File: config.mk
export PLATFORM = sky130hd
export DESIGN_NAME = coproc_uart_sequencer
export DESIGN_NICKNAME = d
export VERILOG_FILES = /design/src/rtl/coproc_seq_pkg.sv /design/src/rtl/byte_serializer.sv /design/src/rtl/coproc_uart_sequencer.sv
export SDC_FILE = /design/constraint.sdc
export NUM_CORES = 1
export LEC_CHECK = 0
export CAP_MARGIN = 20
export CORE_MARGIN = 5
export CORE_UTILIZATION = 56
export CTS_BUF_LIST = sky130_fd_sc_hd__clkbuf_16
export CTS_CLUSTER_SIZE = 25
export DETAILED_ROUTE_END_ITERATION = 8
export PLACE_DENSITY = 0.95
export SLEW_MARGIN = 20
export SYNTH_ARGS = -nofsm -noshare
export SYNTH_HDL_FRONTEND = slang
export SYNTH_HIERARCHICAL = 1
export SYNTH_SLANG_ARGS = --single-unit
File: constraint.sdc
create_clock -name clk -period 4.1 [get_ports clk]
set_clock_uncertainty 0.2 [all_clocks]
set_input_delay 0.41 -clock clk [delete_from_list [all_inputs] [get_ports clk]]
set_output_delay 0.41 -clock clk [all_outputs]
set_load 0.05 [all_outputs]
File: src/rtl/coproc_seq_pkg.sv
// rtl/coproc_seq_pkg.sv - shared types and constants for the coprocessor UART sequencer
package coproc_seq_pkg;

   typedef enum logic [2:0] {
      IDLE,
      LOAD,
      ISSUE,
      WAIT,
      SEND
   } seq_state_t;

   // cmd[7] set means the host does not want the coprocessor result back
   localparam int         CMD_NORESP_BIT   = 7;
   localparam int         CTRL_W           = 6;
   localparam logic [7:0] DEFAULT_ERR_BYTE = 8'hEE;

endpackage

File: src/rtl/byte_serializer.sv
// rtl/byte_serializer.sv - parallel-load shift register streaming bytes MSB first
module byte_serializer #(
   parameter int WIDTH = 128,
   parameter int NB    = WIDTH / 8,
   parameter int CW    = $clog2(NB + 1)
) (
   input  logic             clk,
   input  logic             rst_n,
   input  logic             load,
   input  logic [WIDTH-1:0] load_data,
   input  logic [CW-1:0]    load_count,
   output logic [7:0]       tx_data,
   output logic             tx_valid,
   input  logic             tx_ready,
   output logic             done
);

   logic [WIDTH-1:0] shreg;
   logic [CW-1:0]    sent;
   logic [CW-1:0]    total;
   logic             fire;

   // the byte on the wire is always the top of the shift register, so it
   // cannot change until the receiver takes it
   assign tx_data = shreg[WIDTH-1 -: 8];
   assign fire    = tx_valid && tx_ready;
   assign done    = fire && (sent == total - CW'(1));

   // load a new response, then shift one byte out per accepted handshake
   always_ff @(posedge clk or negedge rst_n) begin
      if (!rst_n) begin
         shreg    <= '0;
         sent     <= '0;
         total    <= '0;
         tx_valid <= 1'b0;
      end else if (load) begin
         shreg    <= load_data;
         total    <= load_count;
         sent     <= '0;
         tx_valid <= 1'b1;
      end else if (fire) begin
         shreg <= {shreg[WIDTH-9:0], 8'h00};
         if (done) begin
            tx_valid <= 1'b0;
            sent     <= '0;
         end else begin
            sent <= sent + CW'(1);
         end
      end
   end

endmodule

File: src/rtl/coproc_uart_sequencer.sv
// rtl/coproc_uart_sequencer.sv - frames UART bytes into coprocessor operations and returns results
module coproc_uart_sequencer
   import coproc_seq_pkg::*;
#(
   parameter int         WIDTH_DIN    = 128,
   parameter int         WIDTH_DOUT   = 128,
   parameter int         RESP_TIMEOUT = 64,
   parameter int         GAP_TIMEOUT  = 100000,
   parameter logic [7:0] ERR_BYTE     = DEFAULT_ERR_BYTE
) (
   input  logic                  clk,
   input  logic                  rst_n,
   input  logic [7:0]            rx_data,
   input  logic                  rx_valid,
   output logic [7:0]            tx_data,
   output logic                  tx_valid,
   input  logic                  tx_ready,
   output logic [WIDTH_DIN-1:0]  cp_din,
   output logic                  cp_din_valid,
   output logic [CTRL_W-1:0]     cp_control,
   input  logic [WIDTH_DOUT-1:0] cp_dout,
   input  logic                  cp_dout_valid,
   output logic                  busy,
   output logic                  err_timeout,
   output logic                  err_gap,
   output logic                  err_overrun
);

   localparam int NB_IN  = WIDTH_DIN / 8;
   localparam int NB_OUT = WIDTH_DOUT / 8;
   localparam int BCW    = $clog2(NB_IN + 1);
   localparam int GCW    = $clog2(GAP_TIMEOUT + 1);
   localparam int WCW    = $clog2(RESP_TIMEOUT + 1);
   localparam int SCW    = $clog2(NB_OUT + 1);

   localparam logic [BCW-1:0] BYTE_LAST = BCW'(NB_IN - 1);
   localparam logic [GCW-1:0] GAP_LAST  = GCW'(GAP_TIMEOUT - 1);
   localparam logic [WCW-1:0] WAIT_LAST = WCW'(RESP_TIMEOUT - 1);

   seq_state_t      state;
   logic            noresp;
   logic [BCW-1:0]  byte_cnt;
   logic [GCW-1:0]  gap_cnt;
   logic [WCW-1:0]  wait_cnt;

   logic                  resp_hit;
   logic                  resp_to;
   logic                  ser_load;
   logic [WIDTH_DOUT-1:0] ser_data;
   logic [SCW-1:0]        ser_count;
   logic                  ser_done;

   assign busy = (state != IDLE);

   // the serializer is loaded on the same edge that enters SEND, so tx_valid
   // rises in the first SEND cycle; a timeout sends ERR_BYTE alone
   assign resp_hit  = (state == WAIT) && cp_dout_valid;
   assign resp_to   = (state == WAIT) && !cp_dout_valid && (wait_cnt == WAIT_LAST);
   assign ser_load  = resp_hit || resp_to;
   assign ser_data  = resp_hit ? cp_dout : {ERR_BYTE, {(WIDTH_DOUT-8){1'b0}}};
   assign ser_count = resp_hit ? SCW'(NB_OUT) : SCW'(1);

   byte_serializer #(
      .WIDTH (WIDTH_DOUT)
   ) u_ser (
      .clk        (clk),
      .rst_n      (rst_n),
      .load       (ser_load),
      .load_data  (ser_data),
      .load_count (ser_count),
      .tx_data    (tx_data),
      .tx_valid   (tx_valid),
      .tx_ready   (tx_ready),
      .done       (ser_done)
   );

   // frame sequencing: collect cmd and payload, issue, await result, hand off to TX
   always_ff @(posedge clk or negedge rst_n) begin
      if (!rst_n) begin
         state        <= IDLE;
         noresp       <= 1'b0;
         byte_cnt     <= '0;
         gap_cnt      <= '0;
         wait_cnt     <= '0;
         cp_din       <= '0;
         cp_din_valid <= 1'b0;
         cp_control   <= '0;
         err_timeout  <= 1'b0;
         err_gap      <= 1'b0;
         err_overrun  <= 1'b0;
      end else begin
         cp_din_valid <= 1'b0;
         err_timeout  <= 1'b0;
         err_gap      <= 1'b0;
         err_overrun  <= 1'b0;
         case (state)
            IDLE: begin
               if (rx_valid) begin
                  cp_control <= rx_data[CTRL_W-1:0];
                  noresp     <= rx_data[CMD_NORESP_BIT];
                  byte_cnt   <= '0;
                  gap_cnt    <= '0;
                  state      <= LOAD;
               end
            end
            LOAD: begin
               if (rx_valid) begin
                  // shift in at the LSB end so the first payload byte lands on top
                  cp_din  <= {cp_din[WIDTH_DIN-9:0], rx_data};
                  gap_cnt <= '0;
                  if (byte_cnt == BYTE_LAST) begin
                     byte_cnt     <= '0;
                     cp_din_valid <= 1'b1;
                     state        <= ISSUE;
                  end else begin
                     byte_cnt <= byte_cnt + BCW'(1);
                  end
               end else if (gap_cnt == GAP_LAST) begin
                  err_gap  <= 1'b1;
                  gap_cnt  <= '0;
                  byte_cnt <= '0;
                  state    <= IDLE;
               end else begin
                  gap_cnt <= gap_cnt + GCW'(1);
               end
            end
            ISSUE: begin
               wait_cnt <= '0;
               state    <= noresp ? IDLE : WAIT;
            end
            WAIT: begin
               if (ser_load) begin
                  err_timeout <= resp_to;
                  wait_cnt    <= '0;
                  state       <= SEND;
               end else begin
                  wait_cnt <= wait_cnt + WCW'(1);
               end
            end
            SEND: begin
               if (ser_done) begin
                  state <= IDLE;
               end
            end
            default: state <= IDLE;
         endcase
         // bytes arriving while an operation is in flight cannot be buffered
         if (rx_valid && ((state == ISSUE) || (state == WAIT) || (state == SEND))) begin
            err_overrun <= 1'b1;
         end
      end
   end

endmodule

# Word level (Yosys, flattened, before mapping)
# Cells that the tools add are included.
dict set report totals {
  mem_bits_rw 0
  latch_bits 0
  inputBits 141
  register_bits 310
  memories 0
  mem_bits_ro 0
}
dict set report op_classes {
  div 0
  magnitude_cmp 0
  addsub 5
  shift 0
  n_reduce_logical 22
  n_eq_ne 13
  muxes 38
  multipliers 0
  n_bitwise 0
}
# op count
set op_table {}
lappend op_table {{128-bit two-way mux} 3}
lappend op_table {{17-bit two-way mux} 3}
lappend op_table {{5-bit two-way mux} 8}
lappend op_table {{17-bit one-hot mux with 2 select lines} 1}
lappend op_table {{3-bit two-way mux} 6}
lappend op_table {{17-bit by 1-bit adder with 17-bit output (second input constant)} 1}
lappend op_table {{17-bit == test (second input constant)} 1}
lappend op_table {{3-bit one-hot mux with 5 select lines} 1}
lappend op_table {{7-bit one-hot mux with 2 select lines} 1}
lappend op_table {{1-bit two-way mux} 12}
lappend op_table {{5-bit by 1-bit adder with 5-bit output (second input constant)} 2}
lappend op_table {{5-bit one-hot mux with 2 select lines} 1}
lappend op_table {{2-bit AND reduction} 4}
lappend op_table {{2-bit nonzero test} 4}
lappend op_table {{7-bit by 1-bit adder with 7-bit output (second input constant)} 1}
lappend op_table {{7-bit by 6-bit == test with 1-bit output (second input constant)} 1}
lappend op_table {{7-bit two-way mux} 1}
lappend op_table {{3-bit by 2-bit == test with 1-bit output (second input constant)} 2}
lappend op_table {{1-bit logical AND} 6}
lappend op_table {{2-bit != test (second input constant)} 3}
lappend op_table {{3-bit != test (second input constant)} 2}
lappend op_table {{5-bit by 4-bit == test with 1-bit output (second input constant)} 1}
lappend op_table {{5-bit == test} 1}
lappend op_table {{5-bit AND reduction} 1}
lappend op_table {{9 further kinds} 11}

# Longest topological paths before layout
dict set report depth {
  depth_word 6
  depth_mapped 10
  depth_no_buf 7
}

# Cells and area by module
# Netlist, hierarchy kept.
# module n_inst area_each_um2 cells_each seq_area_each_um2
set by_module_without_submodules {}
lappend by_module_without_submodules {coproc_uart_sequencer 1 7776.2 911 4279.1}
lappend by_module_without_submodules {byte_serializer 1 6421.2 619 3478.3}

# Worst setup path before layout
# Ideal clock, no wire load.
dict set report synth_path {
  path_type {register -> register}
  startpoint {reg state[1]}
  endpoint {reg u_ser.total[0]}
  stages_incl_launch_ff 9
  synth_period_minus_slack_ps 2274
  setup_ps 133
  path_buffers 4
  t_arrival_ps 1941
  path_slack_ps 1826
  t_required_ps 3767
  path_cell_list {dfrtp_1 -> clkbuf_1 -> nor2b_1 -> nand2_1 -> nor2_1 -> buf_2 -> clkbuf_1 -> clkbuf_1 -> o21ai_0}
}
dict set report synth_between {
  elab_chain_cells 4
  elab_cells_between_ends 6
}
# item line
set synth_lines {}
lappend synth_lines {{start: declaration} coproc_uart_sequencer.sv:40} ;# seq_state_t state;
lappend synth_lines {{start signal: assignment} coproc_uart_sequencer.sv:129} ;# state <= noresp ? IDLE : WAIT;
lappend synth_lines {{3-bit by 2-bit == test with 1-bit output (*)} {coproc_uart_sequencer.sv:57, coproc_uart_sequencer.sv:58}}
lappend synth_lines {{1-bit logical AND (2 in series)} coproc_uart_sequencer.sv:58} ;# assign resp_to = (state == WAIT) && !cp_dout_valid && (wait_cnt == WAIT_LAST);
lappend synth_lines {{1-bit logical OR (*)} coproc_uart_sequencer.sv:59} ;# assign ser_load = resp_hit || resp_to;
lappend synth_lines {{via ser_load} coproc_uart_sequencer.sv:48} ;# logic ser_load;
lappend synth_lines {{end signal: assignment} byte_serializer.sv:38} ;# total <= load_count;
lappend synth_lines {{end: declaration} byte_serializer.sv:20} ;# logic [CW-1:0] total;
# The timed path passes the listed nets; every way through them passes the cells marked *.
# A chain may end at the register's enable or synchronous reset.

# Worst setup path in the final report
dict set report layout_path {
  startpoint {reg state[1]}
  endpoint {reg u_ser.shreg[39]}
}
dict set report layout_between {
  elab_chain_cells 5
  elab_cells_between_ends 8
}
# item line
set layout_lines {}
lappend layout_lines {{3-bit by 2-bit == test with 1-bit output (*)} {coproc_uart_sequencer.sv:57, coproc_uart_sequencer.sv:58}}
lappend layout_lines {{1-bit logical AND (2 in series)} coproc_uart_sequencer.sv:58}
lappend layout_lines {{1-bit logical OR (*)} coproc_uart_sequencer.sv:59}
lappend layout_lines {{via ser_load} coproc_uart_sequencer.sv:48}
lappend layout_lines {{128-bit two-way mux / 2-bit nonzero test (equally long branches)} n/a}
lappend layout_lines {{end signal: assignment} byte_serializer.sv:37} ;# shreg <= load_data;
lappend layout_lines {{end signal: assignment} byte_serializer.sv:42} ;# shreg <= {shreg[WIDTH-9:0], 8'h00};
lappend layout_lines {{end: declaration} byte_serializer.sv:18} ;# logic [WIDTH-1:0] shreg;
# Marked as above.

==> metrics.txt <==
Final Hold Vio Count=0; ant diodes=0; DR pass1 iterations=5; clk_lat worst skew=0.55 ns; vias in the first global route=11890; I/O Pins=~290; largest net degree at the start of global routing=129; final WL=38650 um; synth warn=6; most frequent cells after synthesis=550 x nand2_1, 310 x dfrtp_1, 142 x o21ai_0, 127 x and2_1, 123 x mux2i_1; CP Capture Type=flip-flop; GR Util All Layers=0.2651; area of the die=28640 um^2; CP startpoint kind=flip-flop; combinational family with the most area after synthesis=simple AND/OR/NAND/NOR gates; Seq cells post-synth=just over 300; top cells by area, synth=dfrtp_1 55%, nand2_1 15%, mux2i_1 8.7%; Final Non-Filler Cells=2118; simple-gate portion of the synthesized area=0.2409; max_slew headroom=0.3136; fin. max-slew vios=0; slowest stage delay, CP=0.76 ns; final total power=between 10 and 15 mW; Synth cell types=47; CP Class=reg2reg; DP Cell Count=2061; Achievable Freq=0.3444 GHz; first-pass GRT wire length=62230 um; Syn Area/Cell=between 9 and 10 um^2; root buffer cell=clkbuf_16; Core Footprint=25110 um^2; Final GP Congestion=0.8735; GR Overflow Total=0; post-route antenna net violation count=0; initial antenna violation count=0; H-tree level count=1; Final nets=1911; setup TNS=0 ns; Hold WC Path Type=in2reg; # resized after CTS=0; mux share of post-synthesis cell area=0.09544; ys async rst share=1.000; Pwr Density=699.7 nW/um^2; DRC=0; Fill cells=~1600; design area=about 18000 um^2; WP data arrival=3.17 ns; xor and xnor area share after synthesis=0.006786; Worst Tran Pin Value=1.027 ns; routed vias=11880; outcome=finished clean; TritonCTS Sinks=310; area leader, netlist=dfrtp_1; sequential area share after synthesis=0.5464; initial DRC count=1380; total of max-cap violations=0; setup violation total in the final timing report=0; Rows=58; Layout area overhead=28.50%; ys flop type=dfrtp_1; maximum VDD drop=717.9 uV; Syn Inst Count=1530; Max Buffers Root-to-Sink=3; Final min period=a little under 3 ns; CP bufs+invs=1; CP most frequent cell=nand2_1; CTS tree=built; final period utilization=0.7082; most frequent cell after synthesis=nand2_1; unrepaired setup endpoints after global routing=no; Mapped Area=about 14000 um^2; Initial Util=0.5654; I/O Buffers=between 200 and 300; CP required=4.36 ns; via/cell ratio=between 5 and 6; Leak=8.546 nW; Max FO, Critical Path=76; post-synthesis compound-gate area fraction=0.07068; Post-DP HPWL=26550 um; count of flip-flops with a built-in enable after synthesis=0; layout cell share with drive strength beyond 1=0.04642; CTS buffer count=30; worst-path cell chain=nor2b_1, nand2_1, nor2_4, buf_12, nand2_1, o21ai_0; Die X=around 170 um; Top delay family on crit path=simple AND/OR/NAND/NOR gates; Synth Area in Adders=0.004406; slowest CP cell=nor2_4; Area after DPL=17280 um^2; WL per Instance=18.25 um; share of the synthesized area in the top cell type=0.5464; Die Y=169.2 um; CTS clk-pin slew, worst paths=0.07 ns
==> area by class of cell <==
class                           instances  area [um^2]  area share
Timing Repair Buffer                  306         3126      0.1713
Tap cell                              330        412.9     0.02263
Multi-Input combinational cell       1111         5983      0.3280
Inverter                                6        22.52    0.001234
Clock buffer                           31        775.7     0.04252
Sequential cell                       310         7757      0.4252
Clock inverter                         24        166.4    0.009122
==> state kept, by name, indices dropped and copies added, names as in the netlist, 5 cells and up <==
register	cells
gap_cnt	17
u_ser/shreg	128
u_ser/total	5
cp_din	128
u_ser/sent	5
byte_cnt	5
wait_cnt	7
cp_control	6
==> repair_timing <==
action	in CTS	in global routing
buffers inserted	0	0
hold buffers	1	0
endpoints found under the hold margin	108	0
==> tightest hold or removal path, cell delays in order <==
cell	delay, ns
clkdlybuf4s50_1	0.39
nand2_1	0.05
nand2_1	0.04
==> final timing paths <==
| check | startpoint | end | slack (ns) | cells after the start |
|---|---|---|---|---|
| worst max-delay path | state[1]$_DFFE_PN0P_ | u_ser/shreg[39]$_DFFE_PN0P_ | 1.20 | 6 |
| worst min-delay path | rx_data[6] | cp_din[6]$_DFFE_PN0N_ | 0.19 | 3 |
| worst max register to register | state[1]$_DFFE_PN0P_ | u_ser/shreg[39]$_DFFE_PN0P_ | 1.20 | 6 |
| worst min register to register | byte_cnt[4]$_DFFE_PN0P_ | cp_din_valid$_DFF_PN0_ | 0.28 | 1 |
| max in group asynchronous | rst_n | u_ser/shreg[86]$_DFFE_PN0P_ | 2.35 | 3 |
| min in group asynchronous | rst_n | cp_din[0]$_DFFE_PN0N_ | 0.34 | 2 |
==> cell families (layout without fill, tap and decap cells) <==
family	Yosys count	count (layout)
AO/OA/AOI/OAI	188	188
XOR/XNOR	11	11
multiplexers	134	134
buffers and inverters	111	367
flip-flops	310	310
AND/OR/NAND/NOR	770	770
other	1	3
adder cells (fa/ha/maj)	5	5
==> placed cells by master, fill, tap and decap left out, types with 3 or more instances in the layout <==
master           netlist  final
o21ai_0              142    142
and2_1               127    126
ha_1                   5      5
conb_1                 1      3
clkinv_2               0      7
nand4_1                7      7
inv_1                  6      9
a31oi_1                9      9
nand2_1              550    550
a22o_1                 3      3
or3_1                  6      6
o21ai_1               11     11
clkbuf_16              0     31
xnor2_1                7      7
nand2b_1               9      9
buf_12                 0      8
a21oi_1                8      8
nand3_1               15     15
xor2_1                 4      4
buf_4                 14      8
nand3b_1               5      5
clkinv_1               0      9
mux2i_1              123    123
nor3_1                15     14
o31ai_1                5      5
clkdlybuf4s50_1        0    287
nor2_1                20     19
mux2_2                11     11
clkinv_4               0      3
dfrtp_1              310    310
==> per-layer routing <==
metal,vias up,track usage,routed length (um)
met1,5724,0.3458,15150
met2,596,0.4560,19100
met5,-,0,0
met3,107,0.04589,3139
met4,0,0.08400,1253
li1,5448,-,-
==> power by group <==
group / total (mW) / internal, mW / leakage [nW] / switching [mW]
logic: 5.45 / 1.81 / 3.85 / 3.64
clock network: 2.65 / 1.49 / 0.480 / 1.16
registers: 4.66 / 3.88 / 4.22 / 0.783
==> per-stage QoR <==
step | hold slack [ns] | setup slack (ns) | utilization
after floorplan | -0.08559 | 1.826 | -
after global placement | 0.2533 | 1.366 | 0.6884
after detailed placement | 0.2503 | 1.256 | 0.6884
after CTS | 0.1630 | 1.232 | 0.7263
after global routing | 0.2211 | 0.9189 | 0.7266
final | 0.1866 | 1.196 | 0.7266
Note: power is estimated with default switching activity, not from simulation.
